===== src/rtl/poly_music_player_pkg.sv =====
// Shared state encoding, default parameters and saturation limits for poly_music_player.
package poly_music_player_pkg;

    localparam int unsigned DEF_NUM_SONGS   = 4;
    localparam int unsigned DEF_NUM_VOICES  = 3;
    localparam int unsigned DEF_SAMPLE_W    = 16;
    localparam int unsigned DEF_BEAT_DIV    = 1000;
    localparam int unsigned DEF_SYNC_STAGES = 2;

`ifdef POLY_MUSIC_PLAYER_VOLUME_EN
    localparam int unsigned ATTEN_W = 3;
`endif

    typedef enum logic [1:0] {
        ST_RESTART = 2'd0,
        ST_PAUSED  = 2'd1,
        ST_PLAYING = 2'd2,
        ST_ADVANCE = 2'd3
    } state_e;

    function automatic int sat_max(input int unsigned w);
        return (1 << (w - 1)) - 1;
    endfunction

    function automatic int sat_min(input int unsigned w);
        return -(1 << (w - 1));
    endfunction

endpackage


===== src/rtl/poly_music_player_voice_mixer.sv =====
// Combinational N-voice signed sum with saturation to SAMPLE_W bits.
// With POLY_MUSIC_PLAYER_VOLUME_EN the saturated mix is arithmetic-shifted by atten.
module poly_music_player_voice_mixer
    import poly_music_player_pkg::*;
#(
    parameter int unsigned NUM_VOICES = DEF_NUM_VOICES,
    parameter int unsigned SAMPLE_W   = DEF_SAMPLE_W
) (
    input  logic [NUM_VOICES*SAMPLE_W-1:0] voice_sample,
    input  logic [NUM_VOICES-1:0]          voice_valid,
`ifdef POLY_MUSIC_PLAYER_VOLUME_EN
    input  logic [ATTEN_W-1:0]             atten,
`endif
    output logic [SAMPLE_W-1:0]            mix_c
);

    // Three guard bits hold the sum of up to eight full-scale voices.
    localparam int unsigned SUM_W = SAMPLE_W + 3;
    localparam logic signed [SUM_W-1:0] SUM_MAX = SUM_W'(sat_max(SAMPLE_W));
    localparam logic signed [SUM_W-1:0] SUM_MIN = SUM_W'(sat_min(SAMPLE_W));

    logic signed [SUM_W-1:0]    sum_c;
    logic signed [SAMPLE_W-1:0] sat_c;

    always_comb begin
        logic signed [SAMPLE_W-1:0] v;
        v     = '0;
        sum_c = '0;
        for (int unsigned i = 0; i < NUM_VOICES; i++) begin
            v = $signed(voice_sample[i*SAMPLE_W +: SAMPLE_W]);
            if (voice_valid[i]) begin
                sum_c = sum_c + SUM_W'(v);
            end
        end
    end

    always_comb begin
        if (sum_c > SUM_MAX) begin
            sat_c = SAMPLE_W'(SUM_MAX);
        end else if (sum_c < SUM_MIN) begin
            sat_c = SAMPLE_W'(SUM_MIN);
        end else begin
            sat_c = SAMPLE_W'(sum_c);
        end
    end

`ifdef POLY_MUSIC_PLAYER_VOLUME_EN
    assign mix_c = sat_c >>> atten;
`else
    assign mix_c = sat_c;
`endif

endmodule


===== src/rtl/poly_music_player.sv =====
// Music player top: song FSM, new_frame synchroniser, beat counter and registered voice mix.
// Optional POLY_MUSIC_PLAYER_VOLUME_EN adds vol_up/vol_down and a 3-bit attenuation.
module poly_music_player
    import poly_music_player_pkg::*;
#(
    parameter int unsigned NUM_SONGS   = DEF_NUM_SONGS,
    parameter int unsigned NUM_VOICES  = DEF_NUM_VOICES,
    parameter int unsigned SAMPLE_W    = DEF_SAMPLE_W,
    parameter int unsigned BEAT_DIV    = DEF_BEAT_DIV,
    parameter int unsigned SYNC_STAGES = DEF_SYNC_STAGES,
    localparam int unsigned SONG_W     = (NUM_SONGS > 1) ? $clog2(NUM_SONGS) : 1
) (
    input  logic                           clk,
    input  logic                           reset,
    input  logic                           play_pause,
    input  logic                           next,
    input  logic                           prev,
    input  logic                           song_done,
    input  logic                           new_frame,
    input  logic [NUM_VOICES*SAMPLE_W-1:0] voice_sample,
    input  logic [NUM_VOICES-1:0]          voice_valid,
`ifdef POLY_MUSIC_PLAYER_VOLUME_EN
    input  logic                           vol_up,
    input  logic                           vol_down,
`endif
    output logic                           play,
    output logic                           reset_play,
    output logic [SONG_W-1:0]              song,
    output logic                           sampling_pulse,
    output logic                           beat,
    output logic [SAMPLE_W-1:0]            sample,
    output logic                           sample_ready
);

    localparam int unsigned CNT_W = $clog2(BEAT_DIV);

    state_e                  state_q, state_d;
    logic [SONG_W-1:0]       song_q, song_d;
    logic                    resume_q, resume_d;
    logic                    play_q, play_d;
    logic                    reset_play_q, reset_play_d;
    logic [SYNC_STAGES:0]    sync_q, sync_d;
    logic                    pulse_q, pulse_d;
    logic [CNT_W-1:0]        cnt_q, cnt_d;
    logic                    beat_q, beat_d;
    logic [SAMPLE_W-1:0]     sample_q, sample_d;
    logic                    ready_q, ready_d;
    logic [SAMPLE_W-1:0]     mix_c;
    logic                    song_last_c;
    logic [SONG_W-1:0]       song_inc_c, song_dec_c;

`ifdef POLY_MUSIC_PLAYER_VOLUME_EN
    logic [ATTEN_W-1:0]      atten_q, atten_d;

    // vol_up lowers attenuation, vol_down raises it; simultaneous presses cancel.
    always_comb begin
        atten_d = atten_q;
        if (vol_up && !vol_down && atten_q != '0) begin
            atten_d = atten_q - ATTEN_W'(1);
        end else if (vol_down && !vol_up && atten_q != '1) begin
            atten_d = atten_q + ATTEN_W'(1);
        end
    end
`endif

    assign song_last_c = (song_q == SONG_W'(NUM_SONGS - 1));
    assign song_inc_c  = song_last_c ? '0 : song_q + SONG_W'(1);
    assign song_dec_c  = (song_q == '0) ? SONG_W'(NUM_SONGS - 1) : song_q - SONG_W'(1);

    // Song FSM: next > prev > song_done > play_pause; RESTART decides resume vs pause.
    always_comb begin
        state_d  = state_q;
        song_d   = song_q;
        resume_d = resume_q;
        case (state_q)
            ST_RESTART: state_d = resume_q ? ST_PLAYING : ST_PAUSED;
            ST_ADVANCE: begin
                song_d   = song_inc_c;
                resume_d = !song_last_c;
                state_d  = ST_RESTART;
            end
            default: begin
                if (next) begin
                    song_d   = song_inc_c;
                    resume_d = (state_q == ST_PLAYING);
                    state_d  = ST_RESTART;
                end else if (prev) begin
                    song_d   = song_dec_c;
                    resume_d = (state_q == ST_PLAYING);
                    state_d  = ST_RESTART;
                end else if (song_done && state_q == ST_PLAYING) begin
                    state_d = ST_ADVANCE;
                end else if (play_pause) begin
                    state_d = (state_q == ST_PLAYING) ? ST_PAUSED : ST_PLAYING;
                end
            end
        endcase
        play_d       = (state_d == ST_PLAYING);
        reset_play_d = (state_d == ST_RESTART);
    end

    // Top sync bit is the delayed copy used for rising-edge detection.
    always_comb begin
        sync_d  = {sync_q[SYNC_STAGES-1:0], new_frame};
        pulse_d = sync_q[SYNC_STAGES-1] & ~sync_q[SYNC_STAGES];
    end

    always_comb begin
        cnt_d  = cnt_q;
        beat_d = 1'b0;
        if (reset_play_q) begin
            cnt_d = '0;
        end else if (play_q && pulse_q) begin
            if (cnt_q == CNT_W'(BEAT_DIV - 1)) begin
                cnt_d  = '0;
                beat_d = 1'b1;
            end else begin
                cnt_d = cnt_q + CNT_W'(1);
            end
        end
    end

    always_comb begin
        sample_d = sample_q;
        ready_d  = pulse_q;
        if (pulse_q) begin
            sample_d = play_q ? mix_c : '0;
        end
    end

    poly_music_player_voice_mixer #(
        .NUM_VOICES (NUM_VOICES),
        .SAMPLE_W   (SAMPLE_W)
    ) u_voice_mixer (
        .voice_sample (voice_sample),
        .voice_valid  (voice_valid),
`ifdef POLY_MUSIC_PLAYER_VOLUME_EN
        .atten        (atten_q),
`endif
        .mix_c        (mix_c)
    );

    always_ff @(posedge clk or negedge reset) begin
        if (!reset) begin
            state_q      <= ST_RESTART;
            song_q       <= '0;
            resume_q     <= 1'b0;
            play_q       <= 1'b0;
            reset_play_q <= 1'b1;
            sync_q       <= '0;
            pulse_q      <= 1'b0;
            cnt_q        <= '0;
            beat_q       <= 1'b0;
            sample_q     <= '0;
            ready_q      <= 1'b0;
`ifdef POLY_MUSIC_PLAYER_VOLUME_EN
            atten_q      <= '0;
`endif
        end else begin
            state_q      <= state_d;
            song_q       <= song_d;
            resume_q     <= resume_d;
            play_q       <= play_d;
            reset_play_q <= reset_play_d;
            sync_q       <= sync_d;
            pulse_q      <= pulse_d;
            cnt_q        <= cnt_d;
            beat_q       <= beat_d;
            sample_q     <= sample_d;
            ready_q      <= ready_d;
`ifdef POLY_MUSIC_PLAYER_VOLUME_EN
            atten_q      <= atten_d;
`endif
        end
    end

    assign play           = play_q;
    assign reset_play     = reset_play_q;
    assign song           = song_q;
    assign sampling_pulse = pulse_q;
    assign beat           = beat_q;
    assign sample         = sample_q;
    assign sample_ready   = ready_q;

endmodule


===== config.mk =====
export PLATFORM = sky130hd
export DESIGN_NAME = poly_music_player
export DESIGN_NICKNAME = d
export VERILOG_FILES = /design/src/rtl/poly_music_player_pkg.sv /design/src/rtl/poly_music_player_voice_mixer.sv /design/src/rtl/poly_music_player.sv
export SDC_FILE = /design/constraint.sdc
export NUM_CORES = 1
export LEC_CHECK = 0
export CORE_MARGIN = 10
export CORE_UTILIZATION = 50
export DETAILED_ROUTE_END_ITERATION = 6
export PLACE_DENSITY = 0.86
export SYNTH_ARGS = -nofsm -noshare
export SYNTH_HDL_FRONTEND = slang
export SYNTH_SLANG_ARGS = --single-unit
export TNS_END_PERCENT = 50

===== constraint.sdc =====
create_clock -name clk -period 2.9 [get_ports clk]
set_input_delay 0.725 -clock clk [delete_from_list [all_inputs] [get_ports clk]]
set_output_delay 0.725 -clock clk [all_outputs]
set_load 0.01 [all_outputs]

Yosys cells after proc, flatten, opt, wreduce, memory -nomap -nowiden
Index checks and enable logic that the tools add are counted.

Logic and storage cells: 62. Bits in registers: 39. Output and inout port bits: 23. Input bits: 58.

Reductions and logical operators: 9. Eq/ne operators: 5. $lt $le $gt $ge: 2. Bitwise gates (word level): 3. Add/sub/neg operators: 5. Multiplexer cells: 27.

Operators with widths (count): $mux W19 (3); $mux W16 (3); $add A19 B16 Y19 (2); $mux W10 (3); $mux W2 (10); $gt A19 B16 Y1 const B (1); $lt A19 B16 Y1 const B (1); $add A10 B1 Y10 const B (1); $eq A10 B10 Y1 const B (1); $eq A2 B2 Y1 const B (4); $pmux W2 S2 (2); $logic_not A2 Y1 (3); $mux W1 (5); $reduce_bool A3 Y1 (1); $add A2 B1 Y2 const B (1); $logic_and A1 B1 Y1 (2); $not A1 Y1 (2); $pmux W1 S2 (1); $reduce_and A2 Y1 (1); $reduce_bool A2 Y1 (1); $sub A2 B1 Y2 const B (1); $and A1 B1 Y1 (1); $logic_not A1 Y1 (1).

Logic depth before layout (Yosys ltp)
Gate-level depths: netlist of run 1.

Depth after elaboration: 9. Gate-level depth with buffers: 25. Mapped depth without buffers: 21.

Cells and area by module
From an unflattened synthesis of run 1, not the netlist that was laid out.

Cell total of the unflattened synthesis: 543. Area total of the unflattened synthesis: 4270.3 µm².

Modules (own cells, without submodules): poly_music_player_voice_mixer (times used 1, seq. area each 0.0 µm², cells each 347, area each 2339.7 µm²); poly_music_player (times used 1, seq. area each 977.2 µm², cells each 196, area each 1930.6 µm²).

Worst setup path before layout of run 1
Ideal clock, no wire load.

Path kind: input to register. Start: in voice_valid[0]. End: reg sample_q[11] (netlist: sample[11]). Data arrival time: 5.163 ns. Path slack: -2.405 ns. Path buffers: 4. Setup time: 0.142 ns. Stages: 24. Required time: 2.758 ns. Cells stage by stage: buf_2 > clkbuf_1 > nand2_1 > inv_1 > ha_1 > a21o_1 > a31oi_1 > a21oi_1 > o31ai_1 > a21oi_1 > or3_1 > a31o_2 > ha_1 > clkbuf_1 > nand4_1 > o21ai_0 > a31oi_1 > o21a_1 > o21ai_0 > mux2_2 > xor2_4 > a22oi_4 > buf_6 > o221ai_1.

Longest elaborated chain between the ends: 9. Elaborated cells on any way between the ends: 10. Classes of those cells: add/sub (2); order compare (2); mux (6).

Ends and longest elaborated chain: start, declared (RTL line poly_music_player.sv:21) `input logic [NUM_VOICES-1:0] voice_valid,`; $mux W19 * (RTL line poly_music_player_voice_mixer.sv:31) `if (voice_valid[i]) begin`; $add A19 B16 Y19 (RTL line poly_music_player_voice_mixer.sv:32) `sum_c = sum_c + SUM_W'(v);`; $mux W19 * (RTL line poly_music_player_voice_mixer.sv:31); $add A19 B16 Y19 (RTL line poly_music_player_voice_mixer.sv:32); $mux W19 * (RTL line poly_music_player_voice_mixer.sv:31); $lt A19 B16 Y1 (RTL line poly_music_player_voice_mixer.sv:40) `end else if (sum_c < SUM_MIN) begin`; $mux W16 (RTL line poly_music_player_voice_mixer.sv:40); $mux W16 * (RTL line poly_music_player_voice_mixer.sv:38) `if (sum_c > SUM_MAX) begin`; $mux W16 * (RTL line poly_music_player.sv:127) `sample_d = play_q ? mix_c : '0;`; end signal, assigned (RTL line poly_music_player.sv:169) `sample_q <= sample_d;`; end, declared (RTL line poly_music_player.sv:46) `logic [SAMPLE_W-1:0] sample_q, sample_d;`.

Every way passes the cells marked *; elsewhere a longest branch is shown, timed or not. A chain may end at the register's enable or synchronous reset.

Worst setup path in the final report of run 1
Start: in voice_sample[3]. End: reg sample_q[12] (netlist: sample[12]).

Longest elaborated chain between the ends: 9. Elaborated cells on any way between the ends: 10. Classes of those cells: add/sub (2); order compare (2); mux (6).

Ends and longest elaborated chain: start, declared (RTL line poly_music_player.sv:20) `input logic [NUM_VOICES*SAMPLE_W-1:0] voice_sample,`; $mux W19 * (RTL line poly_music_player_voice_mixer.sv:31); $add A19 B16 Y19 (RTL line poly_music_player_voice_mixer.sv:32); $mux W19 * (RTL line poly_music_player_voice_mixer.sv:31); $add A19 B16 Y19 (RTL line poly_music_player_voice_mixer.sv:32); $mux W19 * (RTL line poly_music_player_voice_mixer.sv:31); $lt A19 B16 Y1 (RTL line poly_music_player_voice_mixer.sv:40); $mux W16 (RTL line poly_music_player_voice_mixer.sv:40); $mux W16 * (RTL line poly_music_player_voice_mixer.sv:38); $mux W16 * (RTL line poly_music_player.sv:127).

Marks and branches as above.

==> results of run 1 <==
## worst reg2reg max path: stages (launching register included)
cell and delay (ns):
dfrtp_1 0.39, nand2_1 0.11, nor4_1 0.52, nand4_1 0.35, a21oi_1 0.20, nand2b_1 0.14, a21oi_1 0.06
## worst paths after layout
| path | cells past startpoint | slack (ns) | startpoint | to |
|---|---|---|---|---|
| min in group asynchronous | 1 | 0.53 | reset | play |
| worst min-delay path | 0 | 0.35 | sync_q[0] | sync_q[1] |
| worst min register to register | 0 | 0.35 | sync_q[0] | sync_q[1] |
| max in group asynchronous | 1 | 1.84 | reset | cnt_q[8] |
| worst max register to register | 6 | 1.01 | cnt_q[6] | cnt_q[4] |
| worst max-delay path | 24 | -1.81 | voice_sample[3] | sample[12] |
## cell families after synthesis
kind of cell / synth area share
AND/OR/NAND/NOR: 0.2077
AO/OA/AOI/OAI: 0.2804
buffers and inverters: 0.04301
adder cells (fa/ha/maj): 0.1312
flip-flops: 0.2383
XOR/XNOR: 0.07932
multiplexers: 0.02013
## metal layers
layer  global-route usage  wire, µm  up-vias
met3              0.04808      1186      100
met2               0.4233      8536      317
met1               0.2510      6388     2509
met4               0.1252       857        0
met5                    0         0        -
li1                     -         -     2390
## area by class of cell
type | count | share of cell area
clock buffers | 7 | 0.01107
repair buffers | 250 | 0.3051
well taps | 102 | 0.01852
clock inverters | 1 | 0.0007261
multi-input cells | 439 | 0.5110
inverters | 21 | 0.01180
flip-flops and latches | 39 | 0.1418
## repair_timing
action / in CTS / in global routing
cloned: 1 / 1
gates resized for setup: 83 / 57
pin swaps: 46 / 47
buffers inserted: 30 / 9
setup endpoints to repair: 16 / 16
## flip-flops by register name (all words and copies together) (netlist names), 2 cells and up
name and cells:
cnt_q 10, sample 16, song 2, state_q 2
sync_q 3
## Yosys cell counts (all sizes together) (6+ instances only)
cell	number
a21o	12
a21oi	45
a31oi	12
and2	8
buf	6
clkbuf	15
dfrtp	38
ha	39
inv	20
mux2i	6
nand2	68
nand3	11
nand4	11
nor2	45
nor3	12
o21ai	38
o221ai	9
o2bb2ai	7
xnor2	16
xor2	19
## layout by cell type, fill, tap and decap left out, drive strengths merged, types with 3 or more instances in the layout
cell / n
dfrtp: 38
a22oi: 5
nand2: 69
o221ai: 9
a211oi: 5
and3: 5
nor3: 12
mux2i: 6
ha: 39
xor2: 19
clkbuf: 8
a21oi: 45
a21o: 12
o21a: 5
nand2b: 4
or3: 4
clkdlybuf4s50: 62
xnor2: 16
o2bb2ai: 7
nand4: 11
o211ai: 5
nor2b: 4
nor4: 4
o21ai: 38
nand3: 11
dlygate4sd2: 7
a31oi: 12
a221oi: 4
inv: 20
buf: 177
o31ai: 3
and2: 8
nor2: 45
## where the power goes
part	switching [W]	total, W	internal [W]
Combinational	0.000978	0.00198	0.00100
Sequential	0.0000943	0.000738	0.000644
Clock	0.000186	0.000355	0.000169
## through the flow
step / util / setup slack (ns)
6_report: 0.8783 / -1.808
5_1_grt: 0.8783 / -1.890
4_1_cts: 0.8404 / -1.634
3_5_place_dp: 0.7714 / -2.796
3_3_place_gp: 0.7714 / -2.545
2_1_floorplan: - / -1.935
==> summary.md, run 1 <==
| Metric | Value |
|---|---|
| Slew margin rel. | 0.4374 |
| Drt wl/cell | a little under 20 µm |
| Max FO, Critical Path | 7 |
| Number of global-route vias before repair | around 5300 |
| Number of flops mapped to enable cells by yosys | 0 |
| Largest net degree at the start of global routing | 40 |
| Min-delay worst type | reg -> reg |
| DRT antenna net count | 0 |
| RSZ-0062 raised after global routing | yes |
| Reg area | 977.2 µm² |
| Cell Area, Synth | between 4000 and 5000 µm² |
| Vias per inst | between 6 and 7 |
| Fin crit period | between 4 and 5 ns |
| CP Data Arrival Time | 4.89 ns |
| Die height | roughly 110 µm |
| Ys async rst share | 1.000 |
| Final Max Tran Viols | 0 |
| CTS tree | yes |
| Top delay family on crit path | compound AO/OA/AOI/OAI gates |
| Fmax | approximately 210 MHz |
| Netlist cell types | 65 |
| Residual overflow from global routing | 0 |
| First DRT Iteration DRCs | 369 |
| Mapped Nets | 618 |
| Placed cell area | between 6000 and 7000 µm² |
| Skew final | between 0.005 and 0.006 ns |
| Root buf cell | clkbuf_8 |
| Final setup fails | 16 |
| Diodes inserted | 0 |
| Area fraction of the dominant cell type after synthesis | 0.2318 |
| Layout cells sized above 1 | 0.3699 |
| Register area share after synthesis | 0.2383 |
| Slowest stage delay, CP | roughly 0.43 ns |
| I/O pin cnt | ~80 |
| Syn Inst Count | 519 |
| CP cell instances | clkdlybuf4s15_1 -> nand2_2 -> inv_2 -> ha_4 -> buf_6 -> o21ai_2 -> o21a_1 -> o32ai_4 -> a31oi_2 -> xnor2_1 -> nand2_1 -> o21ai_1 -> ha_1 -> buf_4 -> nand2_1 -> o21ai_4 -> a21oi_2 -> nand2_2 -> xor2_2 -> buf_4 -> nor4_4 -> o21ai_4 -> a221oi_2 -> o2bb2ai_2 |
| Worst Path Required | between 3 and 4 ns |
| Placed cell count | roughly 810 |
| # H-tree levels | 2 |
| Die area | 12230 µm² |
| Setup TNS | -28.05 ns |
| Global-route wire length before repair | between 20 and 25 mm |
| WHS | 0.3531 ns |
| Final Hold Viols | 0 |
| Crit path launch type | input port |
| Failing checks | setup timing |
| Maximum VDD drop | between 0.3 and 0.4 mV |
| Initial Utilization | 0.5226 |
| GRT Total Usage | 0.2352 |
| Layout Nets | around 860 |
| Fin cells | approximately 860 |
| Status | complete, but fails checks |
| Slowest CP cell | o32ai_4 |
| DRC viols | 0 |
| Power Density | 446.1 nW/µm² |
| Crit share post-route | 1.623 |
| Crit Path Class | in -> reg |
| Worst-path clk slew | 0.07 ns |
| Worst-Skew Late Latency | about 0.3 ns |
| Multi-input logic area | between 3000 and 4000 µm² |
| Final setup margin | -1.808 ns |
| Num CTS Buffers | 5 |
| Worst-Margin Slew | 0.8439 ns |
| Fillers | 386 |
| Max-cap violations | 0 |
| PnR Total Power | a little over 0.003 W |
| Vias | between 5000 and 6000 |
| Fin area | slightly below 7000 µm² |
| CP Buf/Inv Count | 5 |
| Ys Warns | 0 |
| Critical path capture point type | register |
| Area delta synth->final | 68.06% |
| Overall routed net length | 16.97 mm |
| Yosys top cell by area | dfrtp_1 |
| Synth area leaders | dfrtp_1 23%, ha_1 12%, nand2_1 6.1%, a21oi_1 5.5%, o21ai_0 4.4% |
| CTS Hold Bufs | 0 |
| Synth Area per Inst | just under 8 µm² |
| Ys flop type | dfrtp_1 |
| Number of synthesized register bits | 39 |
| Post-DP HPWL | 11.27 mm |
| Core area | 7848 µm² |
| Clk buf depth | 2 |
| I/O Buffers | 80 |
| LEAKAGE | 3.175 nW |
| Pre-antenna DRT Iters | 5 |
| Chip Width | 110.6 µm |
| # rows | 32 |
| Initial antenna violation count | 0 |
| GP Congestion | roughly 0.9 |
| Total clock sinks | 39 |
No activity file was read; power rests on OpenSTA's default activity.
==> run 2, diff against run 1 <==
--- a/config.mk
+++ b/config.mk
@@ -5,10 +5,13 @@
 export SDC_FILE = /design/constraint.sdc
 export NUM_CORES = 1
 export LEC_CHECK = 0
+export ABC_AREA = 1
+export CAP_MARGIN = 20
 export CORE_MARGIN = 10
 export CORE_UTILIZATION = 50
 export DETAILED_ROUTE_END_ITERATION = 6
-export PLACE_DENSITY = 0.86
+export PLACE_DENSITY = 0.85
+export SKIP_LAST_GASP = 1
 export SYNTH_ARGS = -nofsm -noshare
 export SYNTH_HDL_FRONTEND = slang
 export SYNTH_SLANG_ARGS = --single-unit
==> run 2 against run 1 <==
Net effect:
- the run still ends with setup timing left
- clock power is 5.6% higher
- synthesized cell count up 23%
- global-route usage increased by 3.0 points
- sequential power fell by 3.0%
- combinational power rose by 4%
- clock skew up 0.0024 ns
- worst setup slack better by 0.59 ns
- critical endpoint is now sample[2]
==> summary.md, run 2 <==
| Metric | Value |
|---|---|
| Status | complete, but fails checks |
| Failing checks | setup timing |
| Yosys top cell by area | dfrtp_1 |
| Final Hold Viols | 0 (unchanged) |
| RSZ-0062 raised after global routing | yes |
| Die height | 111.9 µm (+1.2%) |
| Reg area | 977.2 µm² (unchanged) |
| Min-delay worst type | reg -> reg |
| Number of global-route vias before repair | 5980 (+12%) |
| Layout Nets | 971 (+14%) |
| Ys async rst share | 1.000 (unchanged) |
| Cell Area, Synth | 4222 µm² (+2.9%) |
| Global-route wire length before repair | 28.19 mm (+13%) |
| # rows | 33 (+3.1%) |
| Crit path launch type | input port |
| Pre-CTS setup slack | -1.758 ns (+1.037 ns) |
| Most frequent cell after synthesis | nand2_1 |
| Final setup fails | 16 (unchanged) |
| Net Sw Frac | 0.4511 (+0.04173) |
| Number of flops mapped to enable cells by yosys | 0 (unchanged) |
| CP Data Arrival Time | 4.35 ns (-0.54 ns) |
| Die area | 12520 µm² (+2.4%) |
| Vias | 5974 (+12%) |
| Worst-Skew Late Latency | 0.30 ns (about the same) |
| Comb pwr share | 0.654 (+0.009) |
| First DRT Iteration DRCs | 613 (+66%) |
| Num CTS Buffers | 5 (unchanged) |
| Vias per inst | 6.108 (-1.3%) |
| Initial antenna violation count | 0 (unchanged) |
| Crit share post-route | 1.420 (-0.2038) |
| Ys Warns | 0 (unchanged) |
| Area fraction of the dominant cell type after synthesis | 0.2253 (-0.006597) |
| Layout cells sized above 1 | 0.4089 (+0.03905) |
| Post-DP HPWL | 11.69 mm (+3.7%) |
| Netlist cell types | 51 (-22%) |
| GP Congestion | 0.9321 (+3.7%) |
| Synth area leaders | dfrtp_1 23%, nand2_1 16%, ha_1 12%, inv_1 6.8%, nand3_1 6.4% |
| GRT Total Usage | 0.2650 (+0.02982) |
| Synth Area per Inst | 6.617 µm² (-16%) |
| Fin crit period | 4.117 ns (-0.5909 ns) |
| Fin area | 7171 µm² (+4.0%) |
| Most frequent cells in the layout | 148 x buf_4, 135 x nand2_1, 62 x inv_1, 61 x clkdlybuf4s50_1, 45 x nand2_2 |
| Crit Path Class | in -> reg |
| Final setup margin | -1.217 ns (+0.5909 ns) |
| Internal power | 0.001730 W (-4.8%) |
| Fin cells | 978 (+14%) |
| Most common cell after layout, fill and taps aside | buf_4 |
| Slowest CP cell | fa_2 |
| Register area share after synthesis | 0.2315 (-0.006779) |
| Number of synthesized register bits | 39 (unchanged) |
| Power Density | 439.4 nW/µm² (-1.5%) |
| NetSw | 0.001421 W (+13%) |
| Placed cell area | 6027 µm² (-0.43%) |
| Syn Inst Count | 638 (+23%) |
| Multi-input logic area | 3638 µm² (+3.3%) |
| WHS | 0.3718 ns (+0.01874 ns) |
| Total clock sinks | 39 (unchanged) |
| Worst-Margin Slew | 0.8883 ns (+0.04440 ns) |
| I/O pin cnt | 81 (unchanged) |
| Area delta synth->final | 69.86% |
| Chip Width | 111.9 µm (+1.2%) |
| Overall routed net length | 20.30 mm (+20%) |
| DRT antenna net count | 0 (unchanged) |
| Final Max Tran Viols | 0 (unchanged) |
| Pre-antenna DRT Iters | 6 (+1) |
| Fmax | 242.9 MHz (+14%) |
| Slew margin rel. | 0.4078 (-0.02960) |
| Worst Path Required | 3.13 ns (+0.05 ns) |
| I/O Buffers | 80 (unchanged) |
| Max FFs per register | 16 (unchanged) |
| Placed cell count | 926 (+14%) |
| Mapped Nets | 737 (+19%) |
| Max-cap violations | 0 (unchanged) |
| Initial Utilization | 0.5138 (-0.008859) |
| Commonest cells post-synth | 175 x nand2_1, 77 x inv_1, 54 x nand3_1 |
| Root buf cell | clkbuf_8 |
| Largest net degree at the start of global routing | 40 (unchanged) |
| Skew final | 0.008332 ns (+0.002413 ns) |
| DRC viols | 0 (unchanged) |
| PnR Total Power | 0.003151 W (+2.5%) |
| Fillers | 381 (-1.3%) |
| Clk buf depth | 2 (unchanged) |
| Drt wl/cell | 20.76 µm (+5.1%) |
| CTS tree | yes |
| Most common cell on crit path | nand2_1 |
| Core area | 8217 µm² (+4.7%) |
| Worst-path clk slew | 0.08 ns (about the same) |
| Slowest stage delay, CP | 0.37 ns (-0.06 ns) |
| LEAKAGE | 3.586 nW (+13%) |
| Critical path capture point type | register |
| Maximum VDD drop | 0.2402 mV (-26%) |
| Max FO, Critical Path | 7 (unchanged) |
| Clk pwr share | 0.119 (+0.004) |
| # H-tree levels | 2 (unchanged) |
| Residual overflow from global routing | 0 (unchanged) |
| CTS Hold Bufs | 0 (unchanged) |
| Sequential share of power | 0.227 (-0.013) |
| Ys flop type | dfrtp_1 |
| Diodes inserted | 0 (unchanged) |
==> run 2: changes by cell type after synthesis, sizes merged, moves of 8 or more <==
cell | before | now
inv | 20 | 87
xor2 | 19 | 8
nand3 | 11 | 60
a21o | 12 | 3
nand2 | 68 | 196
xnor2 | 16 | 5
o221ai | 9 | 1
==> run 2: cells by family (layout without fill, tap and decap cells) <==
kind of cell / count (synthesis) / in the layout / synth area share
mux: 1 / 1 / 0.002371
fa+ha+maj: 41 / 41 / 0.1251
flops: 39 / 39 / 0.2315
simple gates: 333 / 333 / 0.3708
xor+xnor: 13 / 13 / 0.02697
compound gates: 113 / 113 / 0.1535
buf+inv: 98 / 333 / 0.08980
==> run 2: layer usage <==
layer / share of wire / vias up / global-route usage / routed length, µm
met3: 0.083 / 182 / 0.05099 / 1695
met5: 0 / - / 0 / 0
met1: 0.35 / 2732 / 0.2857 / 7146
li1: - / 2574 / - / -
met4: 0.086 / 0 / 0.1482 / 1755
met2: 0.48 / 486 / 0.4736 / 9703
==> run 2: timing repair <==
item                                    4_1_cts  5_1_grt
gates cloned                                  0        0
endpoints found under the setup margin       16       16
buffers inserted                             37        7
pin swaps                                    86       40
resized for setup                           155       34
==> run 2: critical path, delay by kind of cell <==
kind	cells	cell delay, ns
AOI/OAI and AO/OA	5	1.08
buffers and inverters	3	0.26
xor gates and xnor gates	1	0.13
and+or+nand+nor	14	1.33
adders and majority gates	3	0.80
==> run 2: worst paths after layout <==
path	startpoint	slack (ns)	cells past startpoint	endpoint
setup reg to reg	cnt_q[0]	0.81	6	cnt_q[7]
min in group asynchronous	reset	0.54	1	sync_q[0]
max in group asynchronous	reset	1.81	1	sample[11]
hold / removal	sync_q[0]	0.37	0	sync_q[1]
setup / recovery	voice_valid[0]	-1.22	26	sample[2]
hold reg to reg	sync_q[0]	0.37	0	sync_q[1]
==> run 2: cell type report <==
class                           instances  area share
Timing Repair Buffer                  237      0.2794
Clock inverter                          2    0.001745
Tap cell                              105     0.01832
Clock buffer                            6     0.01012
Sequential cell                        39      0.1363
Inverter                               88     0.04676
Multi-Input combinational cell        501      0.5074
==> run 2: power groups by stage <==
stage | combinational (W) | sequential [W] | clock, W
after floorplan | 0.000805 | 0.000735 | 0
after global placement | 0.00146 | 0.000714 | 0
after detailed placement | 0.00153 | 0.000717 | 0
after CTS | 0.00179 | 0.000707 | 0.000368
after global routing | 0.00218 | 0.000727 | 0.000393
final | 0.00206 | 0.000716 | 0.000375
==> run 2: stage by stage <==
step	setup TNS, ns	util
after floorplan	-15.09	-
after global placement	-25.76	0.7335
after detailed placement	-27.47	0.7335
after CTS	-13.35	0.8485
after global routing	-22.34	0.8727
final	-18.61	0.8727
==> patch 1 (config.mk and constraints of run 1) <==
The option `POLY_MUSIC_PLAYER_VOLUME_EN` is turned on by a define.
--- a/src/rtl/poly_music_player_pkg.sv
+++ b/src/rtl/poly_music_player_pkg.sv
@@ -1,4 +1,6 @@
 // Shared state encoding, default parameters and saturation limits for poly_music_player.
+`define POLY_MUSIC_PLAYER_VOLUME_EN
+
 package poly_music_player_pkg;
 
     localparam int unsigned DEF_NUM_SONGS   = 4;
Ports: changed (added vol_down and vol_up); port bits go from 81 to 83. The function was not compared with the original's and may differ.
==> patch 1 against run 1 <==
The flow still finishes with violations (setup timing); synthesized area grew 25%; first-iteration DRC count grew 130%; sequential cell count grew 3; global-route usage grew 0.91 points; clock skew grew 0.0016 ns; die area grew 21%; wire length grew 21%; sequential power grew 25%; setup slack lost 0.53 ns; cell area grew 19%; final cell count grew 22%; total power grew 55%; clock power grew 15%; critical endpoint is now sample[13]$_DFFE_PN0P_; largest power group unchanged; highest routed layer unchanged.
==> patch 1: results (changes against run 1) <==
Outcome
  – Status: finished with violations (unchanged)
  – Failing checks: setup timing (unchanged)

GRT
  – First-pass GRT wire length: 30.2 mm (was 25.0 mm)
  – Largest net degree at the start of global routing: 43 (was 40)
  – M1 GR Usage: 29.6% (was 25.1%)

Routing
  – Drt wl/cell: 19.6 um (was 19.8 um)
  – DR pass1 iterations: 6 (was 5)
  – Met3 routed WL: 1.45 mm (was 1.19 mm)
  – First DRT Iteration DRCs: 850 (was 369)
  – Met2 Wirelength: 10.3 mm (was 8.54 mm)

Worst setup path
  – Flop-to-flop setup slack: 0.52 ns (was 1.01 ns)
  – Critical R2R Capture: cnt_q[7]$_DFFE_PN0P_ (was cnt_q[4]$_DFFE_PN0P_)
  – Critical Path Fanout Max: 5 (was 7)
  – WP data arrival: 5.43 ns (was 4.89 ns)

Timing
  – Least-Margin Pin Slew: 0.933 ns (was 0.844 ns)
  – Final setup margin: -2.34 ns (was -1.81 ns)
  – Worst Clk Skew: 0.00751 ns (was 0.00592 ns)
  – Setup violators final: 16 (unchanged)

Placed design
  – Placement Setup Slack: -3.12 ns (was -2.80 ns)

Yosys
  – Xor/xnor cell area share of the yosys netlist: 5.77% (was 7.93%)
  – Synthesized net count: 761 (was 618)
  – Mux cell area share after synthesis: 4.94% (was 2.01%)
  – Synth Area in Adders: 10.7% (was 13.1%)
  – Synth cell count leaders: nor2_1 (59), nand2_1 (57), a21oi_1 (56) (was nand2_1 (67), a21oi_1 (45), nor2_1 (45))

Layout
  – Fraction of area in multi-input gates: 53.7% (was 51.1%)
  – Filler Cell Count: 591 (was 386)
[patch 1: through the flow]
step                TNS (ns)  cell area (um2)
finish                -35.82             8200
global route          -37.59             8200
CTS                   -34.73             7730
detailed placement    -48.61             7360
global placement      -47.80             7360
floorplan             -38.13             5220
[patch 1: power by group]
group | total, mW | internal, mW | leakage (nW) | switching, mW
clock | 0.409 | 0.192 | 0.0472 | 0.217
sequential | 0.919 | 0.737 | 0.552 | 0.181
combinational | 3.44 | 1.65 | 3.08 | 1.79
total | 4.76 | 2.58 | 3.68 | 2.19
[patch 1: how the worst max path moves through the flow]
stage	start	endpoint
2_1_floorplan	voice_valid[0]	sample[14]$_DFFE_PN0P_
3_5_place_dp	voice_valid[0]	sample[8]$_DFFE_PN0P_
5_1_grt	voice_valid[0]	sample[9]$_DFFE_PN0P_
3_3_place_gp	voice_valid[0]	sample[8]$_DFFE_PN0P_
4_1_cts	voice_valid[0]	sample[3]$_DFFE_PN0P_
6_report	voice_valid[0]	sample[13]$_DFFE_PN0P_
==> patch 2 (flow settings as in run 1) <==
Made on the original files. Encoding of `state_e`: now one-hot (4 bits for 4 states).
--- a/src/rtl/poly_music_player_pkg.sv
+++ b/src/rtl/poly_music_player_pkg.sv
@@ -11,11 +11,11 @@
     localparam int unsigned ATTEN_W = 3;
 `endif
 
-    typedef enum logic [1:0] {
-        ST_RESTART = 2'd0,
-        ST_PAUSED  = 2'd1,
-        ST_PLAYING = 2'd2,
-        ST_ADVANCE = 2'd3
+    typedef enum logic [3:0] {
+        ST_RESTART = 4'b0001,
+        ST_PAUSED  = 4'b0010,
+        ST_PLAYING = 4'b0100,
+        ST_ADVANCE = 4'b1000
     } state_e;
 
     function automatic int sat_max(input int unsigned w);
Function: same outputs for any inputs over 10 cycles, from zero or initial values and one cycle with reset low; not proved beyond that.
==> patch 2 against run 1 <==
The run still ends with setup timing left; count of clock-buffer cells in the layout unchanged; maximum frequency fell by 21%; core utilization decreased by 3.5 points; setup slack worse by 1.3 ns; synthesized area stayed put; worst hold slack gained 0.015 ns; combinational power is 4% lower; sequential cell count up 2; total power is 0.32% higher; cell area is 4.0% lower; wire length increased by 25%.
==> patch 2: results (changes against run 1) <==
Timing
  – Final setup TNS: -47.87 ns (was -28.05 ns)
  – Final setup margin: -3.08 ns (was -1.81 ns)
  – Setup violators final: 16 (unchanged)
  – Final hold slack: 0.369 ns (was 0.353 ns)
  – Least-Margin Pin Slew: 0.981 ns (was 0.844 ns)

Layout
  – Non-clk buf share: 29.6% (was 30.5%)
  – Filler Cell Count: 380 (was 386)
  – Final std cells w/o fill: 823 (was 859)
  – Clk cell area share: 1.42% (was 1.18%)
  – Layout cells sized above 1: 32.9% (was 37.0%)
  – Non-clk invs: 22 (was 21)
  – Area of the multi-input gates: 0.00333 mm2 (was 0.00352 mm2)
  – Register area: 0.00103 mm2 (was 977 um2)

Placed design
  – Dpl hpwl: 10.7 mm (was 11.3 mm)
  – Placed cells: 791 (was 813)

CTS
  – Reg clk slew, reported paths: 0.09 ns (was 0.07 ns)
  – Clk Latency, worst-skew pair: 0.33 ns (was 0.30 ns)

Outcome
  – Status: finished with violations (unchanged)
  – Failing checks: setup timing (unchanged)

GRT
  – GRT Util Overall: 25.0% (was 23.5%)
  – Largest net degree at the start of global routing: 42 (was 40)
  – First-pass GRT wire length: 26.1 mm (was 25.0 mm)
  – Vias in the first global route: 5489 (was 5330)

Worst setup path
  – Critical R2R Capture: song[0]$_DFFE_PN0P_ (was cnt_q[4]$_DFFE_PN0P_)
  – Critical Path End: sample[8]$_DFFE_PN0P_ (was sample[12]$_DFFE_PN0P_)
  – Worst R2R Path Depth: 10 (was 6)
  – R2R Path Start: state_q[3]$_DFF_PN0_ (was cnt_q[6]$_DFFE_PN0P_)
  – Critical Path Fanout Max: 6 (was 7)
  – Slowest CP cell: o21ai_0 (was o32ai_4)

Pwr
  – Int Pwr: 1.72 mW (was 1.82 mW)
  – Leakage: 3.04 nW (was 3.18 nW)
  – Max IR drop VDD: 0.459 mV (was 0.324 mV)

Routing
  – DR pass1 iterations: 6 (was 5)
  – Vias/cell: 7.05 (was 6.19)
  – First DRT Iteration DRCs: 756 (was 369)

Yosys
  – Flops & latches, synth: 41 (was 39)
  – Synth cell count leaders: nand2_1 (67), dfrtp_1 (39), a21oi_1 (37), nor2_1 (37), ha_1 (36) (was nand2_1 (67), a21oi_1 (45), nor2_1 (45))
  – Synthesized net count: 601 (was 618)
  – Count of different cell masters after synthesis: 68 (was 65)
## patch 2: routing by layer
| metal | global-route usage (%) | wire length [um] |
|---|---|---|
| met3 | 5.62 | 2800 |
| met2 | 43.2 | 9500 |
| met5 | 0 | 0 |
| met1 | 25.3 | 6850 |
| met4 | 20.1 | 2050 |
## patch 2: metrics by stage
stage | cell area, um2 | setup WS (ns)
6_report | 6620 | -3.08
3_3_place_gp | 5910 | -2.76
3_5_place_dp | 5910 | -2.94
5_1_grt | 6620 | -3.40
2_1_floorplan | 4180 | -2.45
4_1_cts | 6300 | -2.29
## patch 2: power groups by stage
stage / combinational, mW / clock (mW) / sequential, mW
2_1_floorplan: 0.793 / 0 / 0.737
3_3_place_gp: 1.39 / 0 / 0.727
3_5_place_dp: 1.46 / 0 / 0.733
4_1_cts: 1.55 / 0.400 / 0.723
5_1_grt: 1.98 / 0.464 / 0.748
6_report: 1.90 / 0.445 / 0.744
## patch 2: kinds of logic (layout without fill, tap and decap cells)
group	after synthesis	in the layout	share of synthesized area, %
buffers and inverters	38	254	4.18
AND/OR/NAND/NOR	184	184	21.2
adder cells (fa/ha/maj)	38	38	12.0
AO/OA/AOI/OAI	159	159	27.5
multiplexers	11	11	2.81
XOR/XNOR	34	34	7.26
flip-flops	41	41	25.1
## patch 2: repair_timing
action	in CTS	in global routing
pin swaps	26	34
endpoints found under the setup margin	16	16
buffers inserted	13	10
gates cloned	1	1
resized for setup	57	40
## patch 2: worst max-delay path, delay by kind of cell
family	cells	cell delay [ns]
AO/OA/AOI/OAI	7	2.03
AND/OR/NAND/NOR	7	1.26
buffers and inverters	6	1.15
XOR/XNOR	2	0.63
adder cells (fa/ha/maj)	2	0.41
